--- src/rtl/nic_host_ctrl.sv ---
// nic_host_ctrl: host-side sequencer for one NIC. It buffers TX/RX packets in small FIFOs
// and round-robins status polls and data accesses to the NIC processor registers.
`default_nettype none

module nic_host_ctrl #(
    parameter int TX_DEPTH = 4,
    parameter int RX_DEPTH = 4,
    parameter int CNT_W    = 16
) (
    input  logic             clk,
    input  logic             reset,
    input  logic             ctrl_en,
    input  logic             tx_valid,
    input  logic [63:0]      tx_data,
    output logic             tx_ready,
    output logic             rx_valid,
    output logic [63:0]      rx_data,
    input  logic             rx_ready,
    output logic             nic_en,
    output logic             nic_wr_en,
    output logic [1:0]       nic_addr,
    output logic [63:0]      nic_din,
    input  logic [63:0]      nic_dout,
    output logic [CNT_W-1:0] tx_cnt,
    output logic [CNT_W-1:0] rx_cnt
);

    localparam int TX_AW = $clog2(TX_DEPTH);
    localparam int RX_AW = $clog2(RX_DEPTH);

    typedef enum logic [2:0] {
        IDLE     = 3'd0,
        POLL_OUT = 3'd1,
        WR_OUT   = 3'd2,
        POLL_IN  = 3'd3,
        RD_IN    = 3'd4
    } state_t;

    state_t           state_q;
    logic             rr_last_q;     // 1: RX was served last, 0: TX was served last
    logic [CNT_W-1:0] tx_cnt_q;
    logic [CNT_W-1:0] rx_cnt_q;

    logic [63:0]      tx_mem_q [TX_DEPTH];
    logic [TX_AW:0]   tx_wr_q;
    logic [TX_AW:0]   tx_rd_q;
    logic [63:0]      rx_mem_q [RX_DEPTH];
    logic [RX_AW:0]   rx_wr_q;
    logic [RX_AW:0]   rx_rd_q;

    logic tx_empty, tx_full, tx_push, tx_pop;
    logic rx_empty, rx_full, rx_push, rx_pop;
    logic tx_elig, rx_elig;

    // Pointers carry one extra wrap bit so full and empty are distinguishable.
    assign tx_empty = (tx_wr_q == tx_rd_q);
    assign tx_full  = (tx_wr_q[TX_AW] != tx_rd_q[TX_AW]) &&
                      (tx_wr_q[TX_AW-1:0] == tx_rd_q[TX_AW-1:0]);
    assign rx_empty = (rx_wr_q == rx_rd_q);
    assign rx_full  = (rx_wr_q[RX_AW] != rx_rd_q[RX_AW]) &&
                      (rx_wr_q[RX_AW-1:0] == rx_rd_q[RX_AW-1:0]);

    assign tx_ready = !tx_full;
    assign tx_push  = tx_valid && !tx_full;
    assign tx_pop   = (state_q == WR_OUT);
    assign rx_valid = !rx_empty;
    assign rx_pop   = rx_ready && !rx_empty;
    assign rx_push  = (state_q == RD_IN);
    assign rx_data  = rx_empty ? 64'd0 : rx_mem_q[rx_rd_q[RX_AW-1:0]];

    assign tx_elig  = ctrl_en && !tx_empty;
    assign rx_elig  = ctrl_en && !rx_full;

    assign tx_cnt   = tx_cnt_q;
    assign rx_cnt   = rx_cnt_q;

    always_ff @(posedge clk) begin
        if (tx_push) begin
            tx_mem_q[tx_wr_q[TX_AW-1:0]] <= tx_data;
        end
        if (rx_push) begin
            rx_mem_q[rx_wr_q[RX_AW-1:0]] <= nic_dout;
        end
    end

    always_ff @(posedge clk or negedge reset) begin
        if (!reset) begin
            tx_wr_q <= '0;
            tx_rd_q <= '0;
            rx_wr_q <= '0;
            rx_rd_q <= '0;
        end else begin
            if (tx_push) tx_wr_q <= tx_wr_q + (TX_AW+1)'(1);
            if (tx_pop)  tx_rd_q <= tx_rd_q + (TX_AW+1)'(1);
            if (rx_push) rx_wr_q <= rx_wr_q + (RX_AW+1)'(1);
            if (rx_pop)  rx_rd_q <= rx_rd_q + (RX_AW+1)'(1);
        end
    end

    always_ff @(posedge clk or negedge reset) begin
        if (!reset) begin
            state_q   <= IDLE;
            rr_last_q <= 1'b1;
            tx_cnt_q  <= '0;
            rx_cnt_q  <= '0;
        end else begin
            case (state_q)
                IDLE: begin
                    if (tx_elig && (!rx_elig || rr_last_q)) begin
                        state_q <= POLL_OUT;
                    end else if (rx_elig) begin
                        state_q <= POLL_IN;
                    end
                end
                POLL_OUT: begin
                    rr_last_q <= 1'b0;
                    state_q   <= nic_dout[0] ? IDLE : WR_OUT;
                end
                WR_OUT: begin
                    tx_cnt_q <= tx_cnt_q + CNT_W'(1);
                    state_q  <= IDLE;
                end
                POLL_IN: begin
                    rr_last_q <= 1'b1;
                    state_q   <= nic_dout[0] ? RD_IN : IDLE;
                end
                RD_IN: begin
                    rx_cnt_q <= rx_cnt_q + CNT_W'(1);
                    state_q  <= IDLE;
                end
                default: state_q <= IDLE;
            endcase
        end
    end

    // NIC strobes follow the registered state, so an async reset drops them at once.
    always_comb begin
        nic_en    = 1'b0;
        nic_wr_en = 1'b0;
        nic_addr  = 2'b00;
        nic_din   = 64'd0;
        case (state_q)
            POLL_OUT: begin
                nic_en   = 1'b1;
                nic_addr = 2'b11;
            end
            WR_OUT: begin
                nic_en    = 1'b1;
                nic_wr_en = 1'b1;
                nic_addr  = 2'b10;
                nic_din   = tx_mem_q[tx_rd_q[TX_AW-1:0]];
            end
            POLL_IN: begin
                nic_en   = 1'b1;
                nic_addr = 2'b01;
            end
            RD_IN: begin
                nic_en   = 1'b1;
                nic_addr = 2'b00;
            end
            default: ;
        endcase
    end

endmodule

`default_nettype wire

--- config.mk ---
export PLATFORM = sky130hd
export DESIGN_NAME = nic_host_ctrl
export DESIGN_NICKNAME = d
export VERILOG_FILES = /design/src/rtl/nic_host_ctrl.sv
export SDC_FILE = /design/constraint.sdc
export NUM_CORES = 1
export LEC_CHECK = 0
export ABC_AREA = 0
export BUFFER_PORTS_ARGS = -buffer_cell sky130_fd_sc_hd__buf_4
export CAP_MARGIN = 20
export CORE_MARGIN = 1
export CORE_UTILIZATION = 35
export DETAILED_ROUTE_END_ITERATION = 10
export SYNTH_ARGS = -nofsm -noshare
export SYNTH_HDL_FRONTEND = slang
export SYNTH_SLANG_ARGS = --single-unit
export TNS_END_PERCENT = 100
--- constraint.sdc ---
create_clock -name clk -period 3 [get_ports clk]
set_input_delay 0.15 -clock clk [delete_from_list [all_inputs] [get_ports clk]]
set_output_delay 0.15 -clock clk [all_outputs]
set_load 0.01 [all_outputs]
==> summary.md <==
| Metric | Value |
|---|---|
| Status | `complete, no violations` |
| WP data arrival | `between 2000 and 3000 ps` |
| Die height | `250 um` |
| Cells after Synth | `1,011` |
| VDD IR max | `648 uV` |
| Total gr overflow | `0` |
| Drt first pass iters | `4` |
| Register-to-Register Path Depth | `4` |
| Total routed wirelength | `45,600 um` |
| Setup TNS | `0 ps` |
| Worst skew pair latency | `590 ps` |
| Clock Skew | `16.4 ps` |
| Post-Syn Area | `21,600 um^2` |
| Remaining antenna violation count | `0` |
| Initial antenna violation count | `5` |
| Critical path cell sequence | `buf_4, mux4_2, and2_1, buf_4` |
| Sink Count | `560` |
| Leakage power | `0.0100 uW` |
| Residual DRC count | `0` |
| Hold slack | `roughly 120 ps` |
| H-tree Lvls | `2` |
| Initial DRC count | `534` |
| Global-route usage over all layers | `~15%` |
| CP dominant cell by count | `buf_4` |
| Layout cell share with drive strength beyond 1 | `36.5%` |
| Clock Path Buffers | `3` |
| Worst r2r dst | `tx_mem_q[3][26]` |
| Syn_area_per_cell | `21.3 um^2` |
| CTS Buf Count | `58` |
| IO Pins | `299` |
| Rel. slew slack | `31.3%` |
| Root buffer cell | `clkbuf_16` |
| Cell Rows | `90` |
| Mapped Nets | `1,156` |
| Fmax | `358 MHz` |
| Syn-to-layout area delta | `30.4%` |
| Via count | `11,132` |
| Delay-heaviest family, CP | `buffers and inverters` |
| Final nets | `around 1,600` |
| Worst EP required | `2850 ps` |
| Final period util | `93.2%` |
| Most common cell after layout, fill and taps aside | `edfxtp_1` |
| Die width | `250 um` |
| Vias/cell | `4.81` |
| Distinct cell type count after synthesis | `32` |
| Reg-to-reg setup timing slack | `830 ps` |
| PortBufs | `298` |
| HPWL after detailed placement | `27,200 um` |
| Critical path endpoint | `rx_data[19]` |
| Worst-path clk slew | `60 ps` |
| CP max stage cell | `buf_4` |
| Die ar. | `roughly 63,000 um^2` |
| Initial Util | `a little over a third` |
| Pwr Density | `just under 900 nW/um^2` |
| Setup crit start kind | `register` |
| Top FF cell, synth | `edfxtp_1` |
| Routed length per instance | `19.7 um` |
| Most frequent cells in the layout | `512 x edfxtp_1, 312 x buf_4, 132 x dlygate4sd3_1` |
| Final setup vio count | `0` |
| First-pass GRT wire length | `between 70,000 and 80,000 um` |
| GP Congestion | `0.741` |
| Number of global-route vias before repair | `between 10,000 and 15,000` |
| Crit Path Max Fanout | `47` |
| Max-slew violations | `0` |
| Pwr Total | `24,800 uW` |
| Sequential share of the synthesized area | `about three quarters` |
| Core ar. | `about 60,000 um^2` |
| Post-synth EDFFs | `512` |
| CTS tree | `done` |
| Crit-path max cell delay | `roughly 650 ps` |
| Levels on crit path | `4` |
| Critical path type | `reg2out` |
| Worst Hold Class | `in2async` |
| Worst-margin pin slew | `a little over 1000 ps` |
| Final min period | `2800 ps` |
| Largest net degree at the start of global routing | `68` |
| Final Hold Fails | `0` |
| Post-cts resize count | `0` |
| Asr flop ratio synth | `8.57%` |
| Critical R2R Launch | `tx_rd_q[0]` |
| Critical path buffer and inverter count | `2` |
| Synthesized flop and latch total | `560` |
| Worst setup startpoint | `rx_rd_q[1]` |
| Unrepaired setup endpoints after global routing | `false` |
| Critical Path End Type | `output pin` |
| Count of max-cap constraint violations | `0` |
| Synth warnings | `0` |
[how the worst min path moves through the flow]
| stage | to | cells after the start | from | slack, ps |
|---|---|---|---|---|
| global route | tx_cnt[6] | 2 | reset | 170 |
| detailed placement | tx_cnt[9] | 1 | reset | 210 |
| global placement | tx_cnt[10] | 1 | reset | 210 |
| finish | tx_cnt[9] | 2 | reset | 120 |
| CTS | tx_wr_q[1] | 2 | reset | 100 |
| floorplan | rx_cnt[0] | 0 | reset | -150 |
[what timing repair did]
item,CTS,global route
endpoints found under the setup margin,0,21
endpoints found under the hold margin,568,0
hold buffers,132,0
setup buffers,0,3
[report_power, final]
part | internal, uW | switching (uW)
registers | 9630 | 429
logic | 4090 | 3820
clock network | 3940 | 2920
total | 17700 | 7170
[cells by family after synthesis]
group | Yosys count | synth area share [%]
multiplexers | 131 | 13.5
buffers and inverters | 52 | 1.09
AO/OA/AOI/OAI | 4 | 0.133
XOR/XNOR | 46 | 1.87
flip-flops | 560 | 76.9
AND/OR/NAND/NOR | 206 | 5.82
adder cells (fa/ha/maj) | 12 | 0.696
[per-layer routing]
metal | global-route usage (%) | part of all wire, % | vias to the layer above
met5 | 0 | 0.020 | -
met4 | 3.59 | 1.5 | 2
met3 | 3.56 | 5.8 | 50
met2 | 24.1 | 49 | 288
met1 | 19.3 | 44 | 5803
li1 | - | - | 4989
[area by class of cell]
| class | count | area (um^2) |
|---|---|---|
| fill | 5114 | 32500 |
| sequential | 560 | 16600 |
| multi-input combinational | 399 | 4780 |
| timing repair buffer | 457 | 3920 |
| clock buffer | 66 | 1500 |
| tap | 782 | 978 |
| clock inverter | 42 | 323 |
| inverter | 6 | 22.5 |
| antenna | 4 | 10.0 |
[sequential cells by signal, summed over array words and instances (netlist names)]
register,count
rx_mem_q,256
tx_mem_q,256
rx_cnt,16
tx_cnt,16
rx_rd_q,3
rx_wr_q,3
state_q,3
tx_rd_q,3
tx_wr_q,3
rr_last_q,1
[Yosys cell counts (3+ instances only)]
library cell	number	area, um^2
edfxtp_1	512	15400
and2_1	129	807
mux4_2	128	2880
dfrtp_1	47	1180
xnor2_1	36	315
nand2_1	25	93.8
clkbuf_1	23	86.3
buf_2	19	95.1
nand3_1	14	70.1
and3_1	12	75.1
ha_1	12	150
xor2_1	10	87.6
nand4_1	7	43.8
nor2_1	7	26.3
inv_1	5	18.8
mux2_2	3	33.8
[per-stage QoR]
| step | instance area [um^2] | instances | utilization [%] | setup slack [ps] |
|---|---|---|---|---|
| 5_1_grt | 28100 | 2316 | 46.4 | 51.5 |
| 3_3_place_gp | 25000 | 2069 | 41.2 | 760 |
| 4_1_cts | 28100 | 2309 | 46.4 | 39.4 |
| 2_1_floorplan | 21600 | 1011 | - | 27.3 |
| 3_5_place_dp | 25000 | 2069 | 41.2 | 690 |
| 6_report | 28100 | 2316 | 46.4 | 204 |
Note: power is estimated with default switching activity, not from simulation.
